[src/rtl/sram_1p_rr_ctrl.sv]
// Two-requester round-robin front end for a single-port SRAM macro: one access per
// clock, registered macro inputs, fixed 2-cycle read return, optional zero-fill.
module sram_1p_rr_ctrl #(
    parameter int ADDR_W  = 13,
    parameter int DATA_W  = 32,
    parameter bit INIT_EN = 1'b1
) (
    input  logic              CLK,
    input  logic              RST,
    input  logic              P0_REQ,
    output logic              P0_GNT,
    input  logic              P0_WE,
    input  logic [ADDR_W-1:0] P0_ADDR,
    input  logic [DATA_W-1:0] P0_WDATA,
    output logic              P0_RVALID,
    output logic [DATA_W-1:0] P0_RDATA,
    input  logic              P1_REQ,
    output logic              P1_GNT,
    input  logic              P1_WE,
    input  logic [ADDR_W-1:0] P1_ADDR,
    input  logic [DATA_W-1:0] P1_WDATA,
    output logic              P1_RVALID,
    output logic [DATA_W-1:0] P1_RDATA,
    output logic              M_MEN,
    output logic              M_WEN,
    output logic              M_REN,
    output logic [ADDR_W-1:0] M_ADDR,
    output logic [DATA_W-1:0] M_DIN,
    output logic              M_DLY,
    input  logic [DATA_W-1:0] M_DOUT,
    output logic              INIT_DONE
);

    typedef enum logic {ST_INIT = 1'b0, ST_RUN = 1'b1} state_t;

    typedef struct packed {
        logic valid;
        logic port;
    } tag_t;

    state_t            state_q;
    logic [ADDR_W:0]   cnt_q;
    logic [ADDR_W:0]   cnt_d;
    logic              rr_q;
    tag_t              tag_q [2];
    logic              m_men_q, m_wen_q, m_ren_q;
    logic [ADDR_W-1:0] m_addr_q;
    logic [DATA_W-1:0] m_din_q;
    logic              p0_rvalid_q, p1_rvalid_q;
    logic [DATA_W-1:0] p0_rdata_q, p1_rdata_q;

    logic              xfer;
    logic              xfer_we;
    logic [ADDR_W-1:0] xfer_addr;
    logic [DATA_W-1:0] xfer_wdata;

    // Handshake: Px_REQ is valid, Px_GNT is ready; a transfer happens at a posedge
    // where both are high. GNT depends only on REQ and registered state.
    always_comb begin
        P0_GNT = 1'b0;
        P1_GNT = 1'b0;
        if (state_q == ST_RUN) begin
            if (P0_REQ && (!P1_REQ || !rr_q)) begin
                P0_GNT = 1'b1;
            end else if (P1_REQ) begin
                P1_GNT = 1'b1;
            end
        end
    end

    assign xfer       = P0_GNT | P1_GNT;
    assign xfer_we    = P0_GNT ? P0_WE    : P1_WE;
    assign xfer_addr  = P0_GNT ? P0_ADDR  : P1_ADDR;
    assign xfer_wdata = P0_GNT ? P0_WDATA : P1_WDATA;
    assign cnt_d      = cnt_q + {{ADDR_W{1'b0}}, 1'b1};

    always_ff @(posedge CLK or posedge RST) begin
        if (RST) begin
            state_q     <= INIT_EN ? ST_INIT : ST_RUN;
            cnt_q       <= '0;
            rr_q        <= 1'b0;
            tag_q[0]    <= '0;
            tag_q[1]    <= '0;
            m_men_q     <= 1'b0;
            m_wen_q     <= 1'b0;
            m_ren_q     <= 1'b0;
            m_addr_q    <= '0;
            m_din_q     <= '0;
            p0_rvalid_q <= 1'b0;
            p1_rvalid_q <= 1'b0;
            p0_rdata_q  <= '0;
            p1_rdata_q  <= '0;
        end else begin
            // Read tag rides along with the access; stage 1 lines up with macro DOUT.
            tag_q[0]    <= '{valid: xfer & ~xfer_we, port: P1_GNT};
            tag_q[1]    <= tag_q[0];
            p0_rvalid_q <= tag_q[1].valid & ~tag_q[1].port;
            p1_rvalid_q <= tag_q[1].valid &  tag_q[1].port;
            if (tag_q[1].valid && !tag_q[1].port) p0_rdata_q <= M_DOUT;
            if (tag_q[1].valid &&  tag_q[1].port) p1_rdata_q <= M_DOUT;

            case (state_q)
                ST_INIT: begin
                    m_men_q  <= 1'b1;
                    m_wen_q  <= 1'b1;
                    m_ren_q  <= 1'b0;
                    m_addr_q <= cnt_q[ADDR_W-1:0];
                    m_din_q  <= '0;
                    cnt_q    <= cnt_d;
                    if (cnt_d[ADDR_W]) state_q <= ST_RUN;
                end
                ST_RUN: begin
                    m_men_q <= xfer;
                    m_wen_q <= xfer & xfer_we;
                    m_ren_q <= xfer & ~xfer_we;
                    if (xfer) begin
                        m_addr_q <= xfer_addr;
                        if (xfer_we) m_din_q <= xfer_wdata;
                        rr_q <= P0_GNT;
                    end
                end
                default: state_q <= ST_RUN;
            endcase
        end
    end

    // INIT_DONE doubles as the FSM state probe.
    assign INIT_DONE = (state_q == ST_RUN);
    assign M_MEN     = m_men_q;
    assign M_WEN     = m_wen_q;
    assign M_REN     = m_ren_q;
    assign M_ADDR    = m_addr_q;
    assign M_DIN     = m_din_q;
    assign M_DLY     = 1'b1;
    assign P0_RVALID = p0_rvalid_q;
    assign P1_RVALID = p1_rvalid_q;
    assign P0_RDATA  = p0_rdata_q;
    assign P1_RDATA  = p1_rdata_q;

endmodule

[config.mk]
export PLATFORM = sky130hd
export DESIGN_NAME = sram_1p_rr_ctrl
export DESIGN_NICKNAME = d
export VERILOG_FILES = /design/src/rtl/sram_1p_rr_ctrl.sv
export SDC_FILE = /design/constraint.sdc
export NUM_CORES = 1
export LEC_CHECK = 0
export BUFFER_PORTS_ARGS = -buffer_cell sky130_fd_sc_hd__buf_2
export CORE_ASPECT_RATIO = 1.4
export CORE_MARGIN = 5
export CORE_UTILIZATION = 53
export CTS_BUF_LIST = sky130_fd_sc_hd__clkbuf_4
export DETAILED_ROUTE_END_ITERATION = 10
export PLACE_DENSITY = 0.88
export SLEW_MARGIN = 20
export SYNTH_ARGS = -nofsm -noshare
export SYNTH_HDL_FRONTEND = slang
export SYNTH_SLANG_ARGS = --single-unit
[constraint.sdc]
create_clock -name CLK -period 8.4 [get_ports CLK]
set_input_delay 1.68 -clock CLK [delete_from_list [all_inputs] [get_ports CLK]]
set_output_delay 1.68 -clock CLK [all_outputs]
set_load 0.005 [all_outputs]
Word level (Yosys, flattened, before mapping). Index checks and enable logic that the tools add are counted. Widths: inputs -> output; s select.

Register bits: 134. Latch bits: 0. Memory bits (writable): 0. Memory bits (read-only): 0. Output and inout port bits: 118. Logic and storage cells: 54. Memories: 0.

$add $sub $neg: 1. Multiply operators: 0. Div/mod/pow operators: 0. $lt $le $gt $ge: 0. Eq/ne operators: 2. Shifts and indexed selects: 0. Mux-type cells: 18. Bitwise gates (word level): 8. Reductions and logical operators: 9.

Operators with widths (number): $mux 32 (3); $pmux 32 s2 (1); $mux 13 (2); $pmux 13 s2 (1); $add 14x1->14 const B (1); $mux 1 (8); $pmux 1 s2 (3); $and 1x1->1 (4); $ne 2x1->1 const B (2); $reduce_and 2->1 (2); $logic_and 1x1->1 (3); $logic_not 1->1 (3); $not 1->1 (3); $logic_or 1x1->1 (1); $or 1x1->1 (1).

Longest topological paths before layout. Gate-level depths: netlist of run 1.

Depth in word-level cells: 9. Mapped depth: 7. Mapped depth without buffers: 5.

Worst setup path before layout of run 1. No wires, ideal clock.

Path type: input to output. From: input P0_REQ. To: output P1_GNT. Arrival: 2439 ps. Required time: 6720 ps. Path slack: 4281 ps. Stages on the path: 5. Path buffers: 1. Cell sequence: a21boi_2 nor2_2 buf_2 nand2_1 inv_1.

Word-level cells in the longest chain between the ends: 3.

RTL lines: from (decl) (line 10) `input logic P0_REQ,`; $logic_and 1x1->1 (line 63) `if (P0_REQ && (!P1_REQ || !rr_q)) begin`; $mux 1 (line 63); $mux 1 (line 62) `if (state_q == ST_RUN) begin`; to (decl) (line 18) `output logic P1_GNT,`.

Every way passes these cells.

Worst setup path after layout of run 1.
From: input P0_REQ. To: output P0_GNT.

Word-level cells in the longest chain between the ends: 3.

RTL lines: $logic_and 1x1->1 (line 63); $mux 1 (line 63); $mux 1 (line 62); to (decl) (line 11) `output logic P0_GNT,`.

Every way passes these cells.

==> results.toml, run 1 <==
[status]
status = "complete, no violations"

[timing]
setup_viol = 0
max_freq_ghz = 0.224
final.setup_skew_ns = 0.0162
slew_headroom = 0.338
period_needed_ns = 4.46
tightest_slew_ns = 0.991
whs_ns = 0.370
setup-tns-final_ns = 0
finalMaxSlewViolations = 0
fin_ws_ns = 3.94
rsz0062_at_grt = "false"
timing.final.crit_share = 0.531
hold_viol_final = 0

[synthesis]
syn_avg_cell_area_um2 = 13.4
ys.flop_type = "dfrtp_1"
ys_types = 34
synth_top_area_cell = "dfrtp_1"
syn_nets = 546
yosysSeqAreaShare = 0.600
synthArstFlopShare = 1.00
ys_top_cells_by_count = "dfrtp_1, mux2_2, a22o_1"
netlist_top_cells_area = "dfrtp_1, mux2_2, a22o_1"
yosys_warnings = 0
synth_most_common_cell = "dfrtp_1"
synth_edf_count = 0
postSynthCellCount = 417
ys_ff_latch = 134
syn_area_mm2 = 0.00558
synthDominantCellAreaShare = 0.600

[detailed_routing]
antenna_left = 0
drc_errors = 0
drt_iter0_drc = 181
drt-vias-per-instance = 5.40
first_pass_iters = 4
avgRoutedWirePerCell_um = 17.9
drt-total-wl_um = 14500
vias = 4378

[placement]
dpl_cell_area_mm2 = 0.00689
hpwl_um = 11000
dp_slack_ns = 3.94
io_buffers = 244
place_inst = 778
routabilityCongestion = 0.840

[global_route]
gr-total-overflow = 0
grt_usage = 0.229
grt_use_met3 = 0.0679
grt_pass1_vias = 4713
antenna_found_initial = 1
grt_pass1_wl_um = 23500
grt_use_met2 = 0.399
grt_util_met1 = 0.253
grt_most_used_layer = "met2"
grt_max_degree = 70

[pwr]
seqPwrFrac = 0.555
power_switching_mw = 0.294
power_leakage_nw = 3.86
switching_share = 0.242
clockPowerShare = 0.372
total_power_mw = 1.21
p_int_mw = 0.918
power_frac_comb = 0.073
ir_drop_mv = 0.157
power_density_mw_per_mm2 = 168

[clock_tree]
cts.hold.buffers_added = 0
clockBufferDepth = 2
numCtsBuffers = 17
clockRootBuffer = "clkbuf_4"
clk_pin_slew_worst_paths_ns = 0.11
clkSinkCount = 134
cts_tree = "built"
cts_setup_buffers = 0
insertion_delay_ns = 0.52
post_cts_resized = 0
h-tree-depth = 4

[flow_run]
max_cap_violations = 0

[critical_path]
crit_chain = "buf_2 -> a21bo_2 -> nor2_2 -> buf_4 -> buf_2"
endpoint_kind = "output port"
r2r_cells = 4
cp_common_cell = "buf_2"
critPathLaunchType = "input pin"
r2r-start = "INIT_DONE$_DFF_PP0_"
r2r_setup_slack_ns = 5.80
cpPeakStageDelay_ns = 0.34
cp_data_arrival_time_ns = 2.78
required_ns = 6.72
critPathMaxFanout = 33
r2r_end = "M_ADDR[1]$_DFFE_PP0P_"
critPathKind = "input pin to output port"
cp_num_buf_inv = 3
cp_top_family = "buffers and inverters"
cpMaxStageDelayCell = "a21bo_2"

[final_layout]
post-route-util = 0.696
fin_cells = 811
drive_gt1_frac = 0.574
stdcell_area_mm2 = 0.00720
nNetsFinal = 788
area_delta_synth_final_pct = 28.9

[hold_path]
min_to = "tag_q[0]$_DFF_PP0_"
min_from = "tag_q[2]$_DFF_PP0_"
hold_class = "flip-flop to flip-flop"
hold_depth = 0

[floorplan]
rows = 44
die_y_um = 131
dieArea_mm2 = 0.0127
ios = 246
die_w_um = 96.8
core_area_mm2 = 0.0103
initial_core_util = 0.540
==> sequential cells by signal, summed over array words and instances (netlist names) <==
| signal | flops |
|---|---|
| INIT_DONE | 1 |
| M_ADDR | 13 |
| M_DIN | 32 |
| M_MEN | 1 |
| M_REN | 1 |
| M_WEN | 1 |
| P0_RDATA | 32 |
| P0_RVALID | 1 |
| P1_RDATA | 32 |
| P1_RVALID | 1 |
| cnt_q | 14 |
| rr_q | 1 |
| tag_q | 4 |
==> worst max-delay path by stage <==
| stage | startpoint | end | slack (ns) | cells past startpoint |
|---|---|---|---|---|
| after floorplan | RST | INIT_DONE$_DFF_PP0_ | 3.14 | 1 |
| after global placement | P0_REQ | P0_GNT | 4.00 | 5 |
| after detailed placement | P0_REQ | P0_GNT | 3.94 | 5 |
| after CTS | P0_REQ | P0_GNT | 3.95 | 5 |
| after global routing | P0_REQ | P0_GNT | 3.87 | 5 |
| final | P0_REQ | P0_GNT | 3.94 | 5 |
==> metal layers <==
layer | vias up | wire (um)
li1 | 1992 | -
met5 | - | 0
met1 | 2137 | 5230
met4 | 0 | 531
met2 | 205 | 7780
met3 | 44 | 952
==> power by group through the flow <==
stage | sequential [mW] | combinational (mW) | clock, mW
finish | 0.672 | 0.0883 | 0.451
global route | 0.674 | 0.0980 | 0.490
CTS | 0.672 | 0.0900 | 0.462
detailed placement | 0.685 | 0.0895 | 0
global placement | 0.683 | 0.0859 | 0
floorplan | 0.686 | 0.0284 | 0
==> cell families (layout without fill, tap and decap cells) <==
logic type	after synthesis	in the layout	synth area share
AOI/OAI and AO/OA	69	69	0.0930
xor gates and xnor gates	14	14	0.0220
adders and majority gates	1	1	0.00224
buffers and inverters	34	289	0.0302
DFF	134	134	0.600
muxes	97	97	0.196
other	1	2	0.000672
and+or+nand+nor	67	67	0.0558
==> cell usage in the layout, fill, tap and decap left out, types with 2 or more instances in the layout <==
cell type | Yosys | layout
nor2_2 | 1 | 2
a21oi_1 | 4 | 4
bufinv_16 | 0 | 3
inv_1 | 8 | 7
xor2_1 | 7 | 7
nor2_1 | 16 | 15
a31oi_1 | 13 | 13
nand3_1 | 14 | 14
clkbuf_4 | 0 | 17
xnor2_1 | 7 | 7
and3_1 | 4 | 4
nor2b_1 | 3 | 2
inv_6 | 0 | 2
a22o_1 | 32 | 32
clkinv_2 | 0 | 3
nand2_1 | 19 | 19
clkinvlp_4 | 0 | 3
nor4_1 | 2 | 2
clkinv_4 | 0 | 4
nor3_1 | 2 | 2
o32ai_1 | 2 | 2
buf_2 | 6 | 244
o21ai_0 | 13 | 13
buf_4 | 3 | 5
dfrtp_1 | 134 | 134
nand4_1 | 3 | 3
mux2_2 | 97 | 97
==> cell type report <==
cell class              instances  area, um^2
multi-input cells             249        2070
repair buffers                249        1260
clock inverters                15         180
well taps                     138         173
clock buffers                  17         128
inverters                       8        32.5
diodes                          1        2.50
fillers                       798        3150
flip-flops and latches        134        3350
Note: power is estimated with default switching activity, not from simulation.
==> run 2, diff against run 1 <==
--- a/config.mk
+++ b/config.mk
@@ -8,10 +8,10 @@
 export BUFFER_PORTS_ARGS = -buffer_cell sky130_fd_sc_hd__buf_2
 export CORE_ASPECT_RATIO = 1.4
 export CORE_MARGIN = 5
-export CORE_UTILIZATION = 53
+export CORE_UTILIZATION = 49
 export CTS_BUF_LIST = sky130_fd_sc_hd__clkbuf_4
 export DETAILED_ROUTE_END_ITERATION = 10
-export PLACE_DENSITY = 0.88
+export PLACE_DENSITY = 0.82
 export SLEW_MARGIN = 20
 export SYNTH_ARGS = -nofsm -noshare
 export SYNTH_HDL_FRONTEND = slang
==> constraint.sdc (replaced) <==
create_clock -name CLK -period 4.15 [get_ports CLK]
set_input_delay 0.83 -clock CLK [delete_from_list [all_inputs] [get_ports CLK]]
set_output_delay 0.83 -clock CLK [all_outputs]
set_load 0.005 [all_outputs]
==> run 2 against run 1 <==
Via count is 2.2% lower. Final area is 0.37% higher. Routed wire length is 3.9% lower. Critical endpoint is now P1_GNT. Critical path type is now flip-flop to output port. Critical path depth is 1 higher. Flip-flop and latch count stayed put. Final cell count is 0.74% higher. Worst hold slack worse by 0.0030 ns. Clock-buffer cell count is 1 higher. Sequential power is 100% higher.
==> results.toml, run 2 (same netlist as run 1, synthesis figures left out) <==
[critical_path]
cp_data_arrival_time_ns = 2.68
critPathMaxFanout = 35
critPathKind = "flip-flop to output port"
endpoint_kind = "output port"
required_ns = 3.32
critPathLaunchType = "flip-flop"

[placement]
hpwl_um = 10700
routabilityCongestion = 0.882
io_buffers = 244
dp_slack_ns = 1.26
place_inst = 785

[timing]
rsz0062_at_grt = "false"
final.setup_skew_ns = 0.0333
whs_ns = 0.367
tightest_slew_ns = 0.949
timing.final.crit_share = 0.845
max_freq_ghz = 0.285
hold_viol_final = 0
setup_viol = 0
slew_headroom = 0.366
finalMaxSlewViolations = 0
fin_ws_ns = 0.643
period_needed_ns = 3.51
setup-tns-final_ns = 0

[final_layout]
most-common-layout-cells = "buf_2, dfrtp_1, mux2_2, a22o_1, nand2_1"
fin_cells = 817
antenna_cells = 0
drive_gt1_frac = 0.574
final_common_cell = "buf_2"
area_delta_synth_final_pct = 29.4
nNetsFinal = 789

[clock_tree]
clockBufferDepth = 2
numCtsBuffers = 17
clk_pin_slew_worst_paths_ns = 0.14
cts.hold.buffers_added = 0
cts_setup_buffers = 0
h-tree-depth = 4
cts_tree = "built"
clockRootBuffer = "clkbuf_4"
insertion_delay_ns = 0.52
post_cts_resized = 0
clkSinkCount = 134

[detailed_routing]
avgRoutedWirePerCell_um = 17.0
drt-total-wl_um = 13900
drt-vias-per-instance = 5.24
antenna_left = 0
drt_iter0_drc = 78
first_pass_iters = 4
vias = 4283
drc_errors = 0

[global_route]
grt_max_degree = 64
grt_pass1_wl_um = 22300
grt_usage = 0.204
antenna_found_initial = 0
grt_pass1_vias = 4628
gr-total-overflow = 0

[pwr]
power_density_mw_per_mm2 = 340
total_power_mw = 2.46
ir_drop_mv = 0.180
power_leakage_nw = 3.87

[floorplan]
rows = 46
ios = 246
die_w_um = 100
die_y_um = 136
dieArea_mm2 = 0.0137
core_area_mm2 = 0.0113
initial_core_util = 0.495

[status]
status = "complete, no violations"

[flow_run]
max_cap_violations = 0

[hold_path]
hold_class = "flip-flop to flip-flop"
==> run 2: final timing paths <==
path,start,end,slack (ns),cells past startpoint
setup / recovery,INIT_DONE$_DFF_PP0_,P1_GNT,0.64,6
hold / removal,tag_q[3]$_DFF_PP0_,tag_q[1]$_DFF_PP0_,0.37,0
setup reg to reg,INIT_DONE$_DFF_PP0_,M_DIN[10]$_DFFE_PP0P_,1.66,4
hold reg to reg,tag_q[3]$_DFF_PP0_,tag_q[1]$_DFF_PP0_,0.37,0
max in group asynchronous,RST,P0_RDATA[0]$_DFFE_PP0P_,2.78,3
min in group asynchronous,RST,rr_q$_DFFE_PP0P_,0.44,2
==> run 2: critical path, cell delays in order, from the launching register on <==
cell and delay (ns):
dfrtp_1 0.76, inv_1 0.48, nor2_2 0.19, buf_4 0.34, nand2_1 0.16, inv_1 0.10, buf_2 0.11
==> run 2: cell type report <==
type                       count  area (um^2)
clock buffer                  18          135
clock inverter                14          173
fill                         913         4060
inverter                       8         33.8
multi-input combinational    249         2070
sequential                   134         3350
tap                          144          180
timing repair buffer         250         1280
==> run 2: stage by stage <==
step | cell area (um^2) | utilization
final | 7230 | 0.641
after global routing | 7230 | 0.641
after CTS | 7230 | 0.641
after detailed placement | 6920 | 0.613
after global placement | 6920 | 0.613
after floorplan | 5590 | -
==> run 2: layer usage <==
layer	wire (um)	GRT usage	up-vias
met2	7430	0.358	180
met1	5250	0.237	2092
met3	985	0.0544	27
met4	252	0.0779	0
met5	0	0	-
li1	-	-	1984
==> run 2: report_power, final <==
| group | total, mW | internal, mW | switching [mW] |
|---|---|---|---|
| Combinational | 0.180 | 0.0963 | 0.0832 |
| Clock | 0.919 | 0.431 | 0.488 |
| Sequential | 1.36 | 1.34 | 0.0181 |
